`config.mk`:
```
export PLATFORM = sky130hd
export DESIGN_NAME = coherence_bus_ctrl
export DESIGN_NICKNAME = d
export VERILOG_FILES = /design/src/rtl/cpu_types_pkg.sv /design/src/rtl/rr_arbiter.sv /design/src/rtl/coherence_bus_ctrl.sv
export SDC_FILE = /design/constraint.sdc
export NUM_CORES = 1
export LEC_CHECK = 0
export BUFFER_PORTS_ARGS = -buffer_cell sky130_fd_sc_hd__buf_2
export CAP_MARGIN = 20
export CORE_AREA = 3 3 194 196
export CTS_BUF_LIST = sky130_fd_sc_hd__clkbuf_4 sky130_fd_sc_hd__clkbuf_8 sky130_fd_sc_hd__clkbuf_16
export DETAILED_ROUTE_END_ITERATION = 7
export DIE_AREA = 0 0 197 199
export PLACE_DENSITY = 0.31
export SETUP_SLACK_MARGIN = 0.1
export SLEW_MARGIN = 20
export SYNTH_ARGS = -nofsm -noshare
export SYNTH_HDL_FRONTEND = slang
export SYNTH_SLANG_ARGS = --single-unit
```
`constraint.sdc`:
```
create_clock -name CLK -period 2.4 [get_ports CLK]
set_input_delay 0.12 -clock CLK [delete_from_list [all_inputs] [get_ports CLK]]
set_output_delay 0.12 -clock CLK [all_outputs]
set_load 0.01 [all_outputs]
```
`src/rtl/cpu_types_pkg.sv`:
```
// Shared types for the two-core memory bus: RAM handshake,
// bus sequencer states and the core count.
package cpu_types_pkg;
    localparam int CPUS = 2;

    typedef logic [31:0] word_t;

    typedef enum logic [1:0] {
        FREE,
        BUSY,
        ACCESS,
        ERROR
    } ramstate_t;

    typedef enum logic [3:0] {
        IDLE,
        ARB,
        SNOOP,
        RD1,
        RD2,
        FWD1,
        FWD2,
        WB1,
        WB2,
        IF
    } busstate_t;
endpackage

```
`src/rtl/rr_arbiter.sv`:
```
// Two-input round-robin arbiter; pointer remembers the last accepted
// winner and gives the other input priority on the next tie.
module rr_arbiter (
    input  logic       CLK,
    input  logic       nRST,
    input  logic [1:0] req,
    input  logic       accept,
    output logic       grant
);
    logic last;

    always_ff @(posedge CLK or negedge nRST) begin
        if (!nRST) begin
            last <= 1'b1;
        end else if (accept && |req) begin
            last <= grant;
        end
    end

    always_comb begin
        grant = req[1] & (~req[0] | ~last);
    end
endmodule

```
`src/rtl/coherence_bus_ctrl.sv`:
```
// Two-core bus controller: icache/dcache arbitration and block sequencing.
// Define BUS_SNOOP_EN to add snooping and cache-to-cache forwarding.
module coherence_bus_ctrl
    import cpu_types_pkg::*;
(
    input  logic            CLK,
    input  logic            nRST,
    input  logic [CPUS-1:0] iREN,
    input  word_t           iaddr       [CPUS],
    output word_t           iload       [CPUS],
    output logic [CPUS-1:0] iwait,
    input  logic [CPUS-1:0] dREN,
    input  logic [CPUS-1:0] dWEN,
    input  word_t           daddr       [CPUS],
    input  word_t           dstore      [CPUS],
    output word_t           dload       [CPUS],
    output logic [CPUS-1:0] dwait,
    input  logic [CPUS-1:0] cctrans,
    input  logic [CPUS-1:0] ccwrite,
    output logic [CPUS-1:0] ccwait,
    output logic [CPUS-1:0] ccinv,
    output word_t           ccsnoopaddr [CPUS],
    output logic            ramREN,
    output logic            ramWEN,
    output word_t           ramaddr,
    output word_t           ramstore,
    input  word_t           ramload,
    input  ramstate_t       ramstate
);
    busstate_t state, next_state;
    logic dsel, isel;
    logic dgrant, igrant;
    logic darb_acc, iacc;
    logic acc;

    assign acc      = (ramstate == ACCESS);
    assign darb_acc = (state == ARB);
    assign iacc     = (state == IDLE) && !(|cctrans);

    rr_arbiter u_darb (
        .CLK    (CLK),
        .nRST   (nRST),
        .req    (cctrans),
        .accept (darb_acc),
        .grant  (dgrant)
    );

    rr_arbiter u_iarb (
        .CLK    (CLK),
        .nRST   (nRST),
        .req    (iREN),
        .accept (iacc),
        .grant  (igrant)
    );

    always_ff @(posedge CLK or negedge nRST) begin
        if (!nRST) begin
            state <= IDLE;
            dsel  <= 1'b0;
            isel  <= 1'b0;
        end else begin
            state <= next_state;
            if (darb_acc) dsel <= dgrant;
            if (iacc) isel <= igrant;
        end
    end

`ifdef BUS_SNOOP_EN
    logic other;
    logic snoop_second;

    assign other = ~dsel;

    always_ff @(posedge CLK or negedge nRST) begin
        if (!nRST) begin
            snoop_second <= 1'b0;
        end else begin
            snoop_second <= (state == SNOOP) && !snoop_second;
        end
    end
`else
    logic unused_ccwrite;
    assign unused_ccwrite = |ccwrite;
`endif

    always_comb begin
        next_state = state;
        unique case (state)
            IDLE: begin
                if (|cctrans) next_state = ARB;
                else if (|iREN) next_state = IF;
            end
            ARB: begin
                if (dWEN[dgrant]) next_state = WB1;
`ifdef BUS_SNOOP_EN
                else if (dREN[dgrant]) next_state = SNOOP;
`else
                else if (dREN[dgrant]) next_state = RD1;
`endif
                else next_state = IDLE;
            end
`ifdef BUS_SNOOP_EN
            SNOOP: begin
                if (snoop_second) begin
                    if (cctrans[other] && ccwrite[other]) next_state = FWD1;
                    else next_state = RD1;
                end
            end
            FWD1: if (acc) next_state = FWD2;
            FWD2: if (acc) next_state = IDLE;
`endif
            RD1: if (acc) next_state = RD2;
            RD2: if (acc) next_state = IDLE;
            WB1: if (acc) next_state = WB2;
            WB2: if (acc) next_state = IDLE;
            IF:  if (acc) next_state = IDLE;
            default: next_state = IDLE;
        endcase
    end

    always_comb begin
        iwait    = '1;
        dwait    = '1;
        ccwait   = '0;
        ccinv    = '0;
        ramREN   = 1'b0;
        ramWEN   = 1'b0;
        ramaddr  = '0;
        ramstore = '0;
        for (int k = 0; k < CPUS; k++) begin
            iload[k]       = '0;
            dload[k]       = '0;
            ccsnoopaddr[k] = '0;
        end
`ifdef BUS_SNOOP_EN
        // The snooped core stays stalled until the forward completes.
        if (state inside {SNOOP, FWD1, FWD2}) begin
            ccwait[other]      = 1'b1;
            ccinv[other]       = ccwrite[dsel];
            ccsnoopaddr[other] = daddr[dsel];
        end
`endif
        unique case (state)
            IF: begin
                ramREN      = 1'b1;
                ramaddr     = iaddr[isel];
                iload[isel] = ramload;
                iwait[isel] = !acc;
            end
            RD1, RD2: begin
                ramREN      = 1'b1;
                ramaddr     = daddr[dsel];
                dload[dsel] = ramload;
                dwait[dsel] = !acc;
            end
            WB1, WB2: begin
                ramWEN      = 1'b1;
                ramaddr     = daddr[dsel];
                ramstore    = dstore[dsel];
                dwait[dsel] = !acc;
            end
`ifdef BUS_SNOOP_EN
            FWD1, FWD2: begin
                ramWEN       = 1'b1;
                ramaddr      = daddr[dsel];
                ramstore     = dstore[other];
                dload[dsel]  = dstore[other];
                dwait[dsel]  = !acc;
                dwait[other] = !acc;
            end
`endif
            default: ;
        endcase
    end
endmodule

```
# Word-level counts from Yosys, hierarchy flattened
# Index checks and enable logic that the tools add are counted.
dict set report totals {
  elab_cells 96
  output_inout_bits 266
  input_bits 238
  reg_bits 8
}
dict set report op_classes {
  bitwise 16
  n_eq_ne 11
  muxes 37
  n_reduce_logical 18
  n_lt_le_gt_ge 9
}
# op count
set ops {}
lappend ops {{$mux 32} 12}
lappend ops {{$and 64x64->64} 2}
lappend ops {{$mux 64} 2}
lappend ops {{$demux 32 s1} 2}
lappend ops {{$pmux 32 s2} 1}
lappend ops {{$mux 4} 5}
lappend ops {{$pmux 4 s5} 1}
lappend ops {{$eq 4x3->1 const B} 2}
lappend ops {{$eq 4x4->1 const B} 2}
lappend ops {{$mux 1} 8}
lappend ops {{$reduce_or 2->1} 4}
lappend ops {{$logic_and 1x1->1} 7}
lappend ops {{$lt 1x2->1 const B} 3}
lappend ops {{$mux 2} 3}
lappend ops {{$reduce_or 3->1} 2}
lappend ops {{$eq 4x1->1 const B} 1}
lappend ops {{$eq 4x2->1 const B} 1}
lappend ops {{$ge 2x2->1 const B} 2}
lappend ops {{$logic_not 4->1} 1}
lappend ops {{$lt 2x1->1 const B} 2}
lappend ops {{$ne 2x2->1 const B} 2}
lappend ops {{$not 1->1} 4}
lappend ops {{$not 1->2} 2}
lappend ops {{$not 2->2} 2}
lappend ops {{12 further kinds} 18}

# Logic depth before layout (Yosys ltp)
# Gate-level depths: netlist of run 1.
dict set report logic_depth {
  ltp_word 8
  depth_mapped 6
  ltp_nobuf 4
}

# Cells and area by module
# A second synthesis of run 1 with hierarchy kept.
dict set report hier_totals {
  cells_unflattened 456
  area_unflattened_um2 3429.5
}
# module seq_area_each_um2 n_inst area_per_inst_um2 cells_per_inst
set by_module_without_submodules {}
lappend by_module_without_submodules {coherence_bus_ctrl 150.1 1 3339.5 448}
lappend by_module_without_submodules {rr_arbiter 26.3 2 45.0 4}

# Least setup slack after synthesis of run 1
# No wires, ideal clock.
dict set report synth_path {
  kind {register -> register}
  startpoint {register state[1]}
  endpoint {register state[2]}
  t_required_ns 2.272
  t_arrival_ns 1.810
  setup_ns 0.128
  period_less_slack_ns 1.937
  stages_incl_launch_ff 5
  path_buffers 0
  setup_slack_ns 0.463
  path_cell_list {dfrtp_1 > or4_4 > or3_4 > o31a_1 > mux2_1}
}
dict set report synth_via {
  elab_chain_len 4
  elab_cells_between_ends 14
  classes_between {10 x eq/ne; 1 x mux; 3 x reduce/logical}
}
# element line
set synth_lines {}
lappend synth_lines {{from (decl)} coherence_bus_ctrl.sv:30} ;# busstate_t state, next_state;
lappend synth_lines {{from (signal assigned)} coherence_bus_ctrl.sv:62} ;# state <= next_state;
lappend synth_lines {{$eq 4x4->1 / $eq 4x3->1 (equally long branches)} coherence_bus_ctrl.sv:88} ;# unique case (state)
lappend synth_lines {{$reduce_or 3->1 (no line)} --}
lappend synth_lines {{$ne 2x1->1 (no line)} --}
lappend synth_lines {{$reduce_and 4->1 (no line)} --}
# Several ways; a longest one is shown, not always the timed one.
# A chain may end at the register's enable or synchronous reset.

==> results of run 1 <==
==> synthesized netlist by cell type, drive strengths merged, types with 2 or more instances <==
cell type,instances
mux2i,97
and2,96
buf,72
nor2,38
clkbuf,36
and3,32
o22ai,32
a21oi,7
dfrtp,6
nand2,6
inv,4
mux2,3
nand3,3
a31oi,2
dfstp,2
nor2b,2
nor3,2
nor3b,2
o21ai,2
or3,2
==> final cells by class <==
class                           instances  area share (%)
Tap cell                              468            9.75
Clock buffer                            4            1.38
Timing Repair Buffer                  456            40.0
Inverter                                4           0.250
Multi-Input combinational cell        410            45.2
Sequential cell                         8            3.46
==> registers in the layout, indices dropped and copies added (netlist names) <==
signal	flops
dsel	1
u_iarb.last	1
isel	1
u_darb.last	1
state	4
==> worst max-delay path by stage <==
stage / cells past startpoint / start / to / slack, ps
after floorplan: 4 / state[1] / state[2] / 460
after global placement: 4 / state[2] / state[2] / 340
after detailed placement: 4 / state[2] / state[3] / 360
after CTS: 6 / state[1] / dload[8] / 210
after global routing: 7 / state[1] / dload[43] / 70
final: 7 / state[1] / dload[43] / 210
==> worst reg2reg max path, stage by stage, from the launching register on <==
cell,delay (ps)
dfrtp_1,440
or4_4,520
or3_4,350
o31a_1,290
mux2_1,330
==> through the flow <==
stage / utilization, % / instances / worst slack (ps)
global route: 16.6 / 1350 / 66.4
global placement: 16.3 / 1345 / 343
floorplan: - / 530 / 463
CTS: 16.5 / 1350 / 205
finish: 16.6 / 1350 / 208
detailed placement: 16.3 / 1345 / 363
==> metal layers <==
metal  share of wire, %  vias up  GRT usage (%)  wire length [um]
li1                   -     2299              -                 -
met4               0.38        0          0.686                68
met3                7.4        6          0.898              1310
met5                  0        -              0                 0
met1                 38     2015           9.00              6730
met2                 54      285           15.5              9600
==> power by group through the flow <==
stage / logic [uW] / clock network (uW) / registers, uW
global route: 3950 / 312 / 456
detailed placement: 3650 / 0 / 449
floorplan: 2320 / 0 / 242
finish: 3600 / 301 / 420
CTS: 3660 / 302 / 447
global placement: 3710 / 0 / 443
==> kinds of logic (layout without fill, tap and decap cells) <==
| logic type | after synthesis | in the layout | synth area share [%] |
|---|---|---|---|
| compound gates | 50 | 50 | 9.55 |
| other cells | 1 | 68 | 0.113 |
| flops | 8 | 8 | 6.12 |
| xor+xnor | 1 | 1 | 0.264 |
| mux | 100 | 100 | 30.3 |
| simple gates | 191 | 191 | 33.2 |
| buf+inv | 112 | 464 | 20.4 |
==> timing repair <==
action                     CTS  global route
setup endpoints to repair    0             7
setup buffers                0             0
resized for setup            0             2
hold buffers                 1             0
hold endpoints to repair     8             0
==> results.sh, run 1 <==
export IMPL_status="completed"
export IMPL_rows=70
export IMPL_final_setup_tns_ps=0
export IMPL_switching_power_uw=2220
export IMPL_mostFrequentLayoutCell="buf_2"
export IMPL_seq_area_um2=208
export IMPL_wl_per_cell_um=13.1
export IMPL_worst_pin_slew_ps=548
export IMPL_die_area_um2=39200
export IMPL_io_buffers=433
export IMPL_nFillCells=4221
export IMPL_drv_slew=0
export IMPL_setup_viol=0
export IMPL_power_frac_seq_pct=9.7
export IMPL_crit_required_ps=2280
export IMPL_grt_max_degree=41
export IMPL_die_h_um=199
export IMPL_relSlewSlack_pct=63.5
export IMPL_critPathBufInv=3
export IMPL_drv_cap=0
export IMPL_viasPerCell=3.41
export IMPL_p_int_uw=2100
export IMPL_die_w_um=197
export IMPL_endpoint_kind="output pin"
export IMPL_core_area_um2=36300
export IMPL_wirelength_mm=17.7
export IMPL_fin_nets=1121
export IMPL_switching_share_pct=51.3
export IMPL_synth_area_leaders="mux2i_1, and2_1, buf_4"
export IMPL_antenna_found_initial=0
export IMPL_skew_ps=1.06
export IMPL_synth_main_ff_cell="dfrtp_1"
export IMPL_synth_top_area_share_pct=29.3
export IMPL_ant_nets=0
export IMPL_r2r_end="state[3]"
export IMPL_hpwlAfterDp_mm=15.2
export IMPL_area_growth_synth_to_final_pct=81.3
export IMPL_synthArstFlopShare_pct=100
export IMPL_grt_setup_unrepaired="true"
export IMPL_yosysSeqAreaShare_pct=6.12
export IMPL_layout_drive_gt1_share_pct=53.6
export IMPL_vias=4605
export IMPL_placed_cell_area_um2=5910
export IMPL_crit_path_max_incr_delay_ps=480
export IMPL_synth_edf_count=0
export IMPL_r2r_slack_ps=360
export IMPL_p_per_area_nw_per_um2=720
export IMPL_ir_drop_mv=0.269
export IMPL_crit_type="reg -> out"
export IMPL_reg2regPathDepth=4
export IMPL_cp_cell_sequence="buf_4 > or3b_2 > a21oi_2 > and2b_1 > buf_12 > and2_1 > buf_2"
export IMPL_layout_common_cells="buf_2, mux2i_1, and2_1"
export IMPL_r2r_start="state[2]"
export IMPL_diodes=0
export IMPL_numCtsBuffers=3
export IMPL_clock_power_share_pct=7.0
export IMPL_grt_pass1_vias=4267
export IMPL_syn_area_per_cell_um2=7.16
export IMPL_comb_power_share_pct=83.3
export IMPL_ys_warn_count=0
export IMPL_ys_types=40
export IMPL_p_leak_uw=0.00365
export IMPL_crit_arrival_ps=2070
export IMPL_period_minus_slack_ps=2190
export IMPL_whs_path_depth=2
export IMPL_crit_family="simple AND/OR/NAND/NOR gates"
export IMPL_routabilityCongestion=0.730
export IMPL_drc=0
export IMPL_grt_util_all_layers_pct=7.72
export IMPL_startpoint_type="flop"
export IMPL_grt_first_pass_wirelength_mm=24.3
export IMPL_postLayoutCellArea_um2=6010
export IMPL_worstHoldStart="iREN[0]"
export IMPL_cts_tree="done"
export IMPL_crit_path_top_delay_cell="or3b_2"
export IMPL_num_io_pins=504
export IMPL_final_hold_violation_count=0
export IMPL_multi_input_area_um2=2720
export IMPL_min_to="u_iarb.last"
export IMPL_syn_area_um2=3310
export IMPL_path_max_fanout=32
export IMPL_clock_sinks=8
export IMPL_finalCritPeriodShare_pct=91.3
export IMPL_syn_instance_count=463
export IMPL_ys_ff_latch=8
export IMPL_overflow=0
export IMPL_fin_total_pwr_uw=4320
export IMPL_root_buffer="clkbuf_16"
export IMPL_initial_core_util_pct=9.14
export IMPL_clk_path_buf_depth=2
export IMPL_yosysTopAreaCell="mux2i_1"
export IMPL_hold_ws_ps=91.0
export IMPL_dr_pass1_iters=4
export IMPL_hold_class="in -> reg"
export IMPL_first_iter_violations=94
export IMPL_cts_max_level=1
export IMPL_clk_pin_slew_ps=40
export IMPL_clkLatencyLatePin_ps=230
export IMPL_max_freq_mhz=456
Note: power is estimated with default switching activity, not from simulation.
==> inputs of run 2 (changes only) <==
Settings changed: ABC_AREA set to 1, CORE_AREA 3 3 194 196 to 3 3 198 200, DIE_AREA 0 0 197 199 to 0 0 201 203, PLACE_DENSITY 0.31 to 0.3.
==> run 2 against run 1 <==
Net effect: non-clock buffer count decreased by 6; clock skew increased by 9.4 ps; combinational power decreased by 5.6%; power decreased by 8.0%; sequential power decreased by 34%; cell count increased by 15%; utilization decreased by 1.0 points; critical endpoint is now ramaddr[21].
==> results.sh, run 2 <==
export IMPL_wirelength_mm=20.2
export IMPL_layout_common_cells="buf_2, nand2_1, nor2_1"
export IMPL_skew_ps=10.5
export IMPL_crit_type="reg -> out"
export IMPL_clk_pin_slew_ps=30
export IMPL_routabilityCongestion=0.764
export IMPL_crit_family="simple AND/OR/NAND/NOR gates"
export IMPL_worst_pin_slew_ps=649
export IMPL_startpoint_type="flop"
export IMPL_clkLatencyLatePin_ps=240
export IMPL_path_max_fanout=26
export IMPL_crit_required_ps=2280
export IMPL_ys_types=27
export IMPL_initial_core_util_pct=8.60
export IMPL_layout_drive_gt1_share_pct=48.6
export IMPL_grt_first_pass_wirelength_mm=29.0
export IMPL_vias=5155
export IMPL_io_buffers=433
export IMPL_crit_path_max_incr_delay_ps=410
export IMPL_final_cells=1551
export IMPL_cts_tree="done"
export IMPL_setup_viol=0
export IMPL_hold_class="in -> reg"
export IMPL_numCtsBuffers=3
export IMPL_cts_max_level=1
export IMPL_synth_main_ff_cell="dfrtp_1"
export IMPL_grt_setup_unrepaired="false"
export IMPL_die_w_um=201
export IMPL_overflow=0
export IMPL_antenna_found_initial=1
export IMPL_p_leak_uw=0.00375
export IMPL_grt_util_all_layers_pct=8.84
export IMPL_viasPerCell=3.32
export IMPL_finalCritPeriodShare_pct=86.0
export IMPL_p_per_area_nw_per_um2=681
export IMPL_place_inst=1545
export IMPL_crit_path_top_delay_cell="dfrtp_1"
export IMPL_largest_reg_flops=4
export IMPL_hpwlAfterDp_mm=17.0
export IMPL_clock_sinks=8
export IMPL_synthArstFlopShare_pct=100
export IMPL_multi_input_area_um2=2360
export IMPL_mostFrequentLayoutCell="buf_2"
export IMPL_ys_top_cells_by_count="nand2_1, nor2_1, buf_4"
export IMPL_final_hold_violation_count=0
export IMPL_synth_most_common_cell="nand2_1"
export IMPL_synth_edf_count=0
export IMPL_placed_cell_area_um2=5740
export IMPL_regMostFlops="state"
export IMPL_dr_pass1_iters=4
export IMPL_grt_max_degree=67
export IMPL_nFillCells=4480
export IMPL_root_buffer="clkbuf_16"
export IMPL_ant_nets=0
export IMPL_ir_drop_mv=0.391
export IMPL_rows=71
export IMPL_status="completed"
export IMPL_clk_path_buf_depth=2
export IMPL_seq_area_um2=204
export IMPL_synth_top_area_share_pct=21.1
export IMPL_relSlewSlack_pct=56.7
export IMPL_wl_per_cell_um=13.0
export IMPL_core_area_um2=37600
export IMPL_die_area_um2=40800
export IMPL_fin_nets=1278
export IMPL_syn_area_um2=3230
export IMPL_drv_slew=0
export IMPL_max_freq_mhz=485
export IMPL_syn_instance_count=625
export IMPL_ys_warn_count=0
export IMPL_cp_cell_sequence="inv_1 > nor2_1 > nand2_2 > nor2_4 > buf_12 > a22oi_1 > nand2_1 > buf_2"
export IMPL_syn_area_per_cell_um2=5.17
export IMPL_num_io_pins=504
export IMPL_fin_total_pwr_uw=3980
export IMPL_drc=0
export IMPL_die_h_um=203
export IMPL_final_setup_tns_ps=0
export IMPL_period_minus_slack_ps=2060
export IMPL_yosysSeqAreaShare_pct=6.27
export IMPL_grt_pass1_vias=5082
export IMPL_postLayoutCellArea_um2=5840
export IMPL_crit_arrival_ps=1940
export IMPL_area_growth_synth_to_final_pct=80.9
export IMPL_drv_cap=0
export IMPL_critPathBufInv=3
export IMPL_endpoint_kind="output pin"
export IMPL_yosysTopAreaCell="nand2_1"
export IMPL_synth_area_leaders="nand2_1, nor2_1, buf_4"
export IMPL_first_iter_violations=260
export IMPL_ys_ff_latch=8
export IMPL_cts_setup_buffers=0
-- run 2: cells by family after synthesis --
family / synth area share, %
AO/OA/AOI/OAI: 17.7
buffers and inverters: 28.4
flip-flops: 6.27
other: 0.116
AND/OR/NAND/NOR: 47.5
-- run 2: path summary, 6_finish.rpt --
kind	startpoint	to	slack, ps	cells past startpoint
worst max register to register	state[1]	state[0]	910	7
max in group asynchronous	nRST	u_iarb.last	1860	2
worst max-delay path	state[0]	ramaddr[21]	340	8
worst min-delay path	iREN[0]	u_iarb.last	170	4
min in group asynchronous	nRST	state[2]	280	2
worst min register to register	u_iarb.last	u_iarb.last	460	2
-- run 2: power by group --
| group | internal (uW) | switching (uW) |
|---|---|---|
| clock | 233 | 72.3 |
| sequential | 212 | 64.7 |
| combinational | 1220 | 2180 |
-- run 2: routing by layer --
metal	GRT usage (%)	share of wire, %	up-vias
met5	0	0	-
li1	-	-	2631
met4	0.477	0.34	0
met2	18.1	55	245
met1	9.69	37	2275
met3	1.78	7.0	4
-- run 2: tightest hold or removal path, cell delays in order --
cell and delay [ps]:
buf_2 90, a21oi_1 50, nand2_1 80, nand2_1 60
-- run 2: area by class of cell --
cell class,instances,area share (%)
diodes,1,0.0428
clock buffers,4,1.41
inverters,54,3.51
multi-input cells,523,40.4
flip-flops and latches,8,3.49
well taps,511,10.9
repair buffers,450,40.2
-- run 2: through the flow --
step	util [%]	setup slack, ps	hold WS, ps
2_1_floorplan	-	947	-176
4_1_cts	15.5	218	172
5_1_grt	15.5	142	208
3_3_place_gp	15.3	427	-10.7
6_report	15.5	336	171
3_5_place_dp	15.3	464	-10.8
-- run 2: what timing repair did --
item / CTS / global route
gates resized for setup: 0 / 3
hold buffers: 1 / 0
setup endpoints to repair: 0 / 41
endpoints found under the hold margin: 8 / 0
